[src/rtl/branch_resolve_ctrl.sv]
// ID-stage branch resolution sequencer: holds ID until forwarded operands are valid,
// evaluates the comparator flags, and issues a one-cycle PC redirect / $31 link write.
module branch_resolve_ctrl #(
    parameter int unsigned MAX_WAIT = 16,
    parameter int unsigned CNT_W    = 16
) (
    input  logic             clk,
    input  logic             rst_n,
    input  logic             br_valid,
    input  logic [2:0]       br_type,
    input  logic             opnd_ready,
    input  logic             cmp_zero,
    input  logic             cmp_nonneg,
    input  logic [31:0]      br_target,
    input  logic [31:0]      pc_plus8,
    input  logic             flush,
    output logic             stall_id,
    output logic             redirect_valid,
    output logic [31:0]      redirect_pc,
    output logic             link_we,
    output logic [31:0]      link_data,
    output logic             err_illegal,
    output logic             err_timeout,
    output logic [CNT_W-1:0] taken_cnt,
    output logic [CNT_W-1:0] ntaken_cnt
);

    localparam int unsigned          WAIT_W     = 8;
    localparam logic [WAIT_W-1:0]    WAIT_MAX   = WAIT_W'(MAX_WAIT);
    localparam logic [2:0]           BR_BEQ     = 3'd0;
    localparam logic [2:0]           BR_BNE     = 3'd1;
    localparam logic [2:0]           BR_BGEZ    = 3'd2;
    localparam logic [2:0]           BR_BLTZ    = 3'd3;
    localparam logic [2:0]           BR_BGEZALR = 3'd4;

    typedef enum logic [1:0] {
        ST_IDLE     = 2'd0,
        ST_WAIT     = 2'd1,
        ST_RESOLVED = 2'd2
    } state_e;

    state_e            state_q, state_d;
    logic [WAIT_W-1:0] wait_cnt_q, wait_cnt_d;
    logic              redirect_valid_q, redirect_valid_d;
    logic [31:0]       redirect_pc_q, redirect_pc_d;
    logic              link_we_q, link_we_d;
    logic [31:0]       link_data_q, link_data_d;
    logic              err_illegal_q, err_illegal_d;
    logic              err_timeout_q, err_timeout_d;
    logic [CNT_W-1:0]  taken_cnt_q, taken_cnt_d;
    logic [CNT_W-1:0]  ntaken_cnt_q, ntaken_cnt_d;

    logic              resolve_c;
    logic              taken_c;
    logic              is_link_c;
    logic              illegal_c;

    // Branch condition decode from the comparator flags
    always_comb begin
        taken_c   = 1'b0;
        is_link_c = 1'b0;
        illegal_c = 1'b0;
        case (br_type)
            BR_BEQ:     taken_c = cmp_zero;
            BR_BNE:     taken_c = ~cmp_zero;
            BR_BGEZ:    taken_c = cmp_nonneg;
            BR_BLTZ:    taken_c = ~cmp_nonneg;
            BR_BGEZALR: begin
                taken_c   = cmp_nonneg;
                is_link_c = 1'b1;
            end
            default:    illegal_c = 1'b1;
        endcase
    end

    // Next-state and registered-output logic
    always_comb begin
        state_d          = state_q;
        wait_cnt_d       = wait_cnt_q;
        resolve_c        = 1'b0;
        redirect_pc_d    = redirect_pc_q;
        link_data_d      = link_data_q;
        err_illegal_d    = err_illegal_q;
        taken_cnt_d      = taken_cnt_q;
        ntaken_cnt_d     = ntaken_cnt_q;

        case (state_q)
            ST_IDLE: begin
                if (br_valid) begin
                    if (opnd_ready) begin
                        resolve_c = 1'b1;
                        state_d   = ST_RESOLVED;
                    end else begin
                        state_d   = ST_WAIT;
                    end
                end
            end
            ST_WAIT: begin
                if (opnd_ready) begin
                    resolve_c  = 1'b1;
                    state_d    = ST_RESOLVED;
                    wait_cnt_d = '0;
                end else if (wait_cnt_q < WAIT_MAX) begin
                    wait_cnt_d = wait_cnt_q + WAIT_W'(1);
                end
            end
            ST_RESOLVED: begin
                state_d = ST_IDLE;
            end
            default: begin
                state_d    = ST_IDLE;
                wait_cnt_d = '0;
            end
        endcase

        // Flush cancels whatever is in flight, including a same-cycle resolve
        if (flush) begin
            state_d    = ST_IDLE;
            wait_cnt_d = '0;
            resolve_c  = 1'b0;
        end

        redirect_valid_d = resolve_c & taken_c & ~illegal_c;
        link_we_d        = resolve_c & is_link_c;

        if (resolve_c) begin
            redirect_pc_d = br_target;
            link_data_d   = pc_plus8;
            if (illegal_c) begin
                err_illegal_d = 1'b1;
            end else if (taken_c) begin
                if (taken_cnt_q != {CNT_W{1'b1}}) begin
                    taken_cnt_d = taken_cnt_q + CNT_W'(1);
                end
            end else begin
                if (ntaken_cnt_q != {CNT_W{1'b1}}) begin
                    ntaken_cnt_d = ntaken_cnt_q + CNT_W'(1);
                end
            end
        end

        err_timeout_d = err_timeout_q | (wait_cnt_d == WAIT_MAX);
    end

    always_ff @(posedge clk or negedge rst_n) begin
        if (!rst_n) begin
            state_q          <= ST_IDLE;
            wait_cnt_q       <= '0;
            redirect_valid_q <= 1'b0;
            redirect_pc_q    <= '0;
            link_we_q        <= 1'b0;
            link_data_q      <= '0;
            err_illegal_q    <= 1'b0;
            err_timeout_q    <= 1'b0;
            taken_cnt_q      <= '0;
            ntaken_cnt_q     <= '0;
        end else begin
            state_q          <= state_d;
            wait_cnt_q       <= wait_cnt_d;
            redirect_valid_q <= redirect_valid_d;
            redirect_pc_q    <= redirect_pc_d;
            link_we_q        <= link_we_d;
            link_data_q      <= link_data_d;
            err_illegal_q    <= err_illegal_d;
            err_timeout_q    <= err_timeout_d;
            taken_cnt_q      <= taken_cnt_d;
            ntaken_cnt_q     <= ntaken_cnt_d;
        end
    end

    // A branch sitting in ID during RESOLVED is held until the FSM is back in IDLE
    assign stall_id = br_valid & ((state_q == ST_RESOLVED) |
                                  (~opnd_ready & ((state_q == ST_IDLE) | (state_q == ST_WAIT))));

    assign redirect_valid = redirect_valid_q;
    assign redirect_pc    = redirect_pc_q;
    assign link_we        = link_we_q;
    assign link_data      = link_data_q;
    assign err_illegal    = err_illegal_q;
    assign err_timeout    = err_timeout_q;
    assign taken_cnt      = taken_cnt_q;
    assign ntaken_cnt     = ntaken_cnt_q;

endmodule
[config.mk]
export PLATFORM = sky130hd
export DESIGN_NAME = branch_resolve_ctrl
export DESIGN_NICKNAME = d
export VERILOG_FILES = /design/src/rtl/branch_resolve_ctrl.sv
export SDC_FILE = /design/constraint.sdc
export NUM_CORES = 1
export LEC_CHECK = 0
export CORE_ASPECT_RATIO = 1.4
export CORE_MARGIN = 8
export CORE_UTILIZATION = 44
export CTS_CLUSTER_SIZE = 8
export DETAILED_ROUTE_END_ITERATION = 10
export HOLD_SLACK_MARGIN = 0.12
export PLACE_DENSITY = 0.86
export SLEW_MARGIN = 20
export SYNTH_ARGS = -nofsm -noshare
export SYNTH_HDL_FRONTEND = slang
export SYNTH_SLANG_ARGS = --single-unit
[constraint.sdc]
create_clock -name clk -period 2.3 [get_ports clk]
set_clock_uncertainty 0.1 [all_clocks]
set_input_delay 0.575 -clock clk [delete_from_list [all_inputs] [get_ports clk]]
set_output_delay 0.575 -clock clk [all_outputs]
set_load 0.1 [all_outputs]
==> key figures, run 1 <==
Route
  – DRT antenna net count: 0
  – Detailed-route via count: 4017
  – Vias per cell: about 5
  – Drt initial violations: 145
  – DR WL/cell: 16.0 um
  – Final wirelength: 13.0 mm
  – First-pass DRT Iterations: 4
  – DRC Markers: 0

Setup path
  – Setup CP Type: input port to flop
  – Arrival time worst endpoint: roughly 2.3 ns
  – Crit-path max FO: 13
  – CP Capture Type: flop
  – Worst path required time: 2.42 ns
  – Reg2Reg Launch Point: taken_cnt[0]
  – Critical Path Start Type: input port
  – Critical Path Start: br_type[1]

Finish
  – Area grow syn2layout: 45.3%
  – Nets: 749
  – Fillers: 796
  – Share of the core filled with cells: 65.6%
  – ANT cells: 0
  – Share of post-route cells with drive strength above 1: 27.5%
  – Finished layout cell area: 6830 um^2

Synth
  – Register area share after synthesis: 58.6%
  – Post-synth EDFFs: 0
  – Post-Syn Nets: about 560
  – Synthesized area: 4700 um^2
  – Largest family of logic cells by synthesized area: simple AND/OR/NAND/NOR gates
  – Post-Synth Simple-Gate Area: 28.3%
  – Ys async rst share: 100%
  – Main flop type after synthesis: dfrtp_1
  – Yosys warnings: 0
  – Multiplexer area fraction after synthesis: 0.773%
  – FF+latch count, synth: 110
  – Adder-cell share of the synthesized area: 0.799%
  – Syn Inst Count: 485
  – Compound-Gate Fraction of Synth Area: ~3.0%
  – Post-Synth XOR/XNOR Area: 6.15%
  – Mean post-synth cell area: slightly below 10 um^2
  – Synth unique cells: 45

Clock network
  – TritonCTS buffer count: 9
  – Clk Latency, worst-skew pair: around 0.33 ns
  – Clock Tree Buf Depth: 2
  – Clock sink count: 110
  – H-tree level count: 3
  – CTS root buf: clkbuf_16
  – CTS tree: built
  – Post-CTS Setup Repair Bufs: 0
  – Clock transition at the registers of the reported paths: ~0.070 ns

Floorplan
  – Starting Density: 45.1%
  – Core ar.: approximately 10000 um^2
  – I/O pins: 175
  – Site row count: 44
  – Die ar.: 14300 um^2
  – Die Ht: 138 um
  – Die W: 103 um

Timing
  – FMAX: 0.452 GHz
  – Post-route minimum period: 2.21 ns
  – Fin. max-slew vios: 0
  – Tcrit/Tclk final: a little over nine tenths
  – Setup-failing EPs final: 0
  – Headroom to the max-slew limit: 56.0%
  – Worst-Margin Slew: 0.660 ns
  – Fin. Hold Viols: 0
  – RSZ-0062 raised after global routing: false

Worst hold path
  – Hold Crit Class: input port to async pin

Global routing
  – Global-route wire length before repair: just over 20 mm
  – Largest net degree at the start of global routing: 66
  – Grt ovf: 0
  – Number of global-route vias before repair: 4191
  – Initial antenna violation count: 0
  – Tot GR Track Use: between 10% and 20%

Placed design
  – Gpl congestion: 0.839
  – DP Area: approximately 6500 um^2
  – PortBufs: 174
  – HPWL Detailed: 10.0 mm

Power and ir drop
  – PwrDens: 1040 nW/um^2
  – Static Leak: 3.43 nW
  – Worst IR Drop VDD: between 0.7 and 0.8 mV

Run
  – Max Cap Viol: 0

Status
  – Status: finished clean
placed cells by master (no fill, tap or decap), types with 2 or more instances in the layout:
cell type	n
o21ai_0	2
dfrtp_1	81
nor2_1	20
dfrtp_4	2
nand3_1	13
nor2b_1	2
and4_1	2
clkbuf_16	9
nor4b_2	2
nor3_2	6
a21oi_1	3
clkdlybuf4s50_1	72
xnor2_1	12
ha_1	3
xor2_1	21
inv_1	6
dfrtp_2	27
or2_2	2
nand4_1	9
nand2_1	208
and3_1	5
buf_12	4
nor4_1	4
and2_1	3
clkbuf_1	3
nor3_1	6
buf_4	117
nor3b_1	3
o21bai_1	4
nor4_2	3
repair_timing:
item,4_1_cts,5_1_grt
resized for setup,1,6
hold buffers,0,0
pin swaps,0,1
setup endpoints to repair,1,9
metal layers:
metal	up-vias	part of all wire [%]	routed length, um	GRT usage, %
met5	-	0	0	0
met4	0	4.0	516	10.4
met3	34	4.6	602	2.76
met2	108	55	7210	33.7
met1	1940	36	4670	18.5
li1	1935	-	-	-
synth_stat cells (2+ instances only):
cell type  number  area [um^2]
nand2_1       208          781
dfrtp_1       110         2750
xor2_1         21          184
nor2_1         20         75.1
nand3_1        13         65.1
xnor2_1        12          105
nand4_1         9         56.3
nor4_1          7         43.8
clkbuf_1        6         22.5
inv_1           6         22.5
nor3_1          6         30.0
nor3_2          6         60.1
and3_1          5         31.3
buf_1           4         15.0
buf_2           4         20.0
o21bai_1        4         30.0
a21oi_1         3         15.0
and2_1          3         18.8
ha_1            3         37.5
nor2b_1         3         18.8
nor3b_1         3         22.5
and4_1          2         17.5
buf_4           2         15.0
nor4b_2         2         30.0
o21ai_0         2         10.0
or2_2           2         12.5
flip-flops by register name, indices dropped and copies added, names as in the netlist, 2 cells and up:
register / flops
ntaken_cnt: 16
taken_cnt: 16
state_q: 2
link_data: 32
redirect_pc: 32
wait_cnt_q: 8
power breakdown:
part           internal [mW]  switching [mW]  leakage, nW
sequential              2.23           0.218         1.36
combinational          0.639            2.49         1.93
clock                  0.877           0.656        0.144
worst paths after layout:
kind                                         to  slack (ns)  cells past startpoint
worst max-delay path               taken_cnt[3]        0.09                      8
worst min-delay path               link_data[7]        0.13                      1
worst max register to register     taken_cnt[1]        0.12                      6
worst min register to register  redirect_pc[17]        0.38                      2
max in group asynchronous         taken_cnt[15]        1.34                      2
min in group clk                redirect_pc[17]        0.38                      2
per-stage QoR:
stage	worst slack [ns]	std cells	hold slack (ns)	total power, mW	TNS (ns)
after detailed placement	-0.347	799	0.367	5.63	-8.46
after global routing	0.0236	815	0.167	7.36	0
final	0.0873	815	0.131	7.11	0
after floorplan	-0.0196	485	0.179	4.79	-0.0196
after global placement	-0.272	799	0.359	5.58	-5.02
after CTS	0.00613	815	0.147	7.18	0
cell type report:
| type | instances | area [um^2] | share of cell area [%] |
|---|---|---|---|
| Multi-Input combinational cell | 351 | 1860 | 27.2 |
| Sequential cell | 110 | 2790 | 40.9 |
| Timing Repair Buffer | 193 | 1680 | 24.6 |
| Tap cell | 138 | 173 | 2.53 |
| Inverter | 7 | 28.8 | 0.422 |
| Clock buffer | 13 | 250 | 3.67 |
| Clock inverter | 3 | 43.8 | 0.642 |
cells by family after synthesis:
logic type      after synthesis
simple gates                295
flops                       110
xor+xnor                     33
buf+inv                      24
compound gates               17
mux                           3
fa+ha+maj                     3
worst max-delay path, cell delays in order:
cell	delay, ns
clkdlybuf4s50_1	0.57
nor2_1	0.09
and3_1	0.21
o31ai_4	0.32
buf_12	0.19
buf_4	0.14
nor3_2	0.05
xor2_1	0.19
Power figures use the tool's default switching activity.
==> run 2, diff against run 1 <==
--- a/config.mk
+++ b/config.mk
@@ -5,9 +5,11 @@
 export SDC_FILE = /design/constraint.sdc
 export NUM_CORES = 1
 export LEC_CHECK = 0
+export CELL_PAD_IN_SITES_DETAIL_PLACEMENT = 1
+export CELL_PAD_IN_SITES_GLOBAL_PLACEMENT = 2
 export CORE_ASPECT_RATIO = 1.4
 export CORE_MARGIN = 8
-export CORE_UTILIZATION = 44
+export CORE_UTILIZATION = 26
 export CTS_CLUSTER_SIZE = 8
 export DETAILED_ROUTE_END_ITERATION = 10
 export HOLD_SLACK_MARGIN = 0.12
==> run 2 against run 1 <==
  * Cell count increased by 13%
  * Routed wire length grew 17%
  * Non-clock buffer count rose by 8
  * Clock-buffer cell count shrank 4
  * Largest power group unchanged
  * Sequential power barely moved
  * Combinational power about the same
  * Clock power fell by 3%
  * Die area increased by 59%
  * Utilization shrank 26 points
==> key figures, run 2 (synthesis gave the netlist of run 1 again) <==
Status
  – Status: finished clean

Global routing
  – Initial antenna violation count: 0
  – Tot GR Track Use: 13.8%
  – Largest net degree at the start of global routing: between 60 and 70
  – Number of global-route vias before repair: about 4600
  – Global-route wire length before repair: 24.6 mm
  – Grt ovf: 0

Route
  – First-pass DRT Iterations: 4
  – DRC Markers: 0
  – DR WL/cell: 16.5 um
  – DRT antenna net count: 0
  – Drt initial violations: 183
  – Vias per cell: 4.43
  – Final wirelength: 15.3 mm
  – Detailed-route via count: approximately 4000

Finish
  – Multi-input combinational cell area: 1870 um^2
  – Seq. cell area: 2790 um^2
  – Area grow syn2layout: 50.0%
  – Fillers: 2093
  – Finished Layout Cells: 925
  – Nets: 757
  – ANT cells: 0
  – Commonest non-fill, non-tap cell in the layout: nand2_1
  – Share of post-route cells with drive strength above 1: between 20 and 30%
  – Commonest non-fill, non-tap cells in the layout: nand2_1, buf_4, dfrtp_1

Worst hold path
  – Hold Crit Class: flop to flop
  – Hold depth: 2

Timing
  – Worst-Margin Slew: ~0.6 ns
  – Hold slack: 0.379 ns
  – Fin. Hold Viols: 0
  – Setup-failing EPs final: 0
  – RSZ-0062 raised after global routing: true
  – Fin. max-slew vios: 0
  – FMAX: 0.444 GHz
  – Headroom to the max-slew limit: 60.8%
  – Post-route minimum period: approximately 2.3 ns
  – Tcrit/Tclk final: 98.0%

Power and ir drop
  – Static Leak: 3.47 nW
  – PwrDens: 1010 nW/um^2
  – Pwr Total: 7.10 mW
  – Worst IR Drop VDD: 0.733 mV

Floorplan
  – Starting Density: between 20% and 30%
  – I/O pins: around 180
  – Die W: 130 um
  – Site row count: 58
  – Core ar.: approximately 18000 um^2
  – Die ar.: between 20000 and 25000 um^2
  – Die Ht: roughly 180 um

Setup path
  – Worst path depth: 7
  – Crit path largest cell delay: 0.58 ns
  – Worst Path Buf+Inv: 2
  – CP max stage cell: clkdlybuf4s50_1
  – CP Capture Type: flop
  – CP delay by family, top: simple AND/OR/NAND/NOR gates
  – Arrival time worst endpoint: 2.42 ns
  – Worst path required time: ~2.5 ns
  – Worst path cell trace: clkdlybuf4s50_1 > nor2b_1 > nor2b_2 > o31ai_4 > buf_4 > nor4_1 > xor2_1
  – Crit-path max FO: 6
  – FF-to-FF path depth: 5
  – Setup CP Type: input port to flop
  – Critical Path Start Type: input port

Clock network
  – Post-CTS Setup Repair Bufs: 0
  – TritonCTS buffer count: 9
  – Clk Latency, worst-skew pair: 0.35 ns
  – Clock transition at the registers of the reported paths: 0.07 ns
  – Clock sink count: 110
  – H-tree level count: 3
  – Clock Tree Buf Depth: 2
  – CTS tree: built
  – CTS root buf: clkbuf_16

Placed design
  – PortBufs: 174
  – Dpl cells: 908
  – HPWL Detailed: 11.8 mm
  – Gpl congestion: around 0.81

Run
  – Max Cap Viol: 0
==> run 2: cell types whose count changed in the layout (fill, tap and decap cells not counted), moves of 2 or more <==
cell	previous run	this run
buf_12	4	6
buf_4	117	121
clkinvlp_4	0	4
clkbuf_1	3	0
inv_6	0	2
==> run 2: path summary, 6_finish.rpt <==
check	end	slack [ns]	start
setup / recovery	taken_cnt[5]	0.05	br_type[1]
hold / removal	redirect_pc[2]	0.38	redirect_pc[2]
setup reg to reg	ntaken_cnt[1]	0.06	ntaken_cnt[0]
hold reg to reg	redirect_pc[2]	0.38	redirect_pc[2]
max in group asynchronous	redirect_pc[1]	0.88	rst_n
min in group asynchronous	link_data[7]	0.63	rst_n
==> run 2: timing repair <==
| action | 4_1_cts | 5_1_grt |
|---|---|---|
| pin swaps | 0 | 1 |
| gates resized for setup | 1 | 9 |
| hold endpoints to repair | 30 | 0 |
| hold buffers | 1 | 0 |
| endpoints found under the setup margin | 1 | 58 |
==> run 2: worst min-delay path: stages (launching register included) <==
cell and delay [ns]:
dfrtp_1 0.34, nand2_1 0.05, nand2_1 0.06
==> run 2: layout make-up <==
class,instances,share of cell area (%)
multi-input cells,351,26.5
well taps,240,4.26
repair buffers,201,25.2
inverters,7,0.409
flip-flops and latches,110,39.7
clock buffers,9,3.20
clock inverters,7,0.799
==> run 2: power breakdown <==
group	leakage, nW	internal (mW)	switching, mW
clock	0.125	0.745	0.747
combinational	1.99	0.648	2.50
sequential	1.36	2.23	0.224
==> run 2: stage by stage <==
step | cell area (um^2) | setup TNS (ns) | utilization, % | worst slack [ns]
CTS | 7000 | 0 | 39.2 | 0.0270
global placement | 6710 | -21.49 | 37.6 | -0.283
detailed placement | 6710 | -25.03 | 37.6 | -0.342
floorplan | 4740 | -0.0196 | - | -0.0196
finish | 7040 | 0 | 39.5 | 0.0460
global route | 7040 | -0.0475 | 39.5 | -0.0188
==> run 2: layer usage <==
| layer | part of all wire (%) | global-route usage [%] |
|---|---|---|
| met4 | 2.3 | 6.17 |
| met2 | 54 | 24.8 |
| met3 | 4.8 | 2.81 |
| met5 | 0 | 0 |
| met1 | 39 | 15.0 |
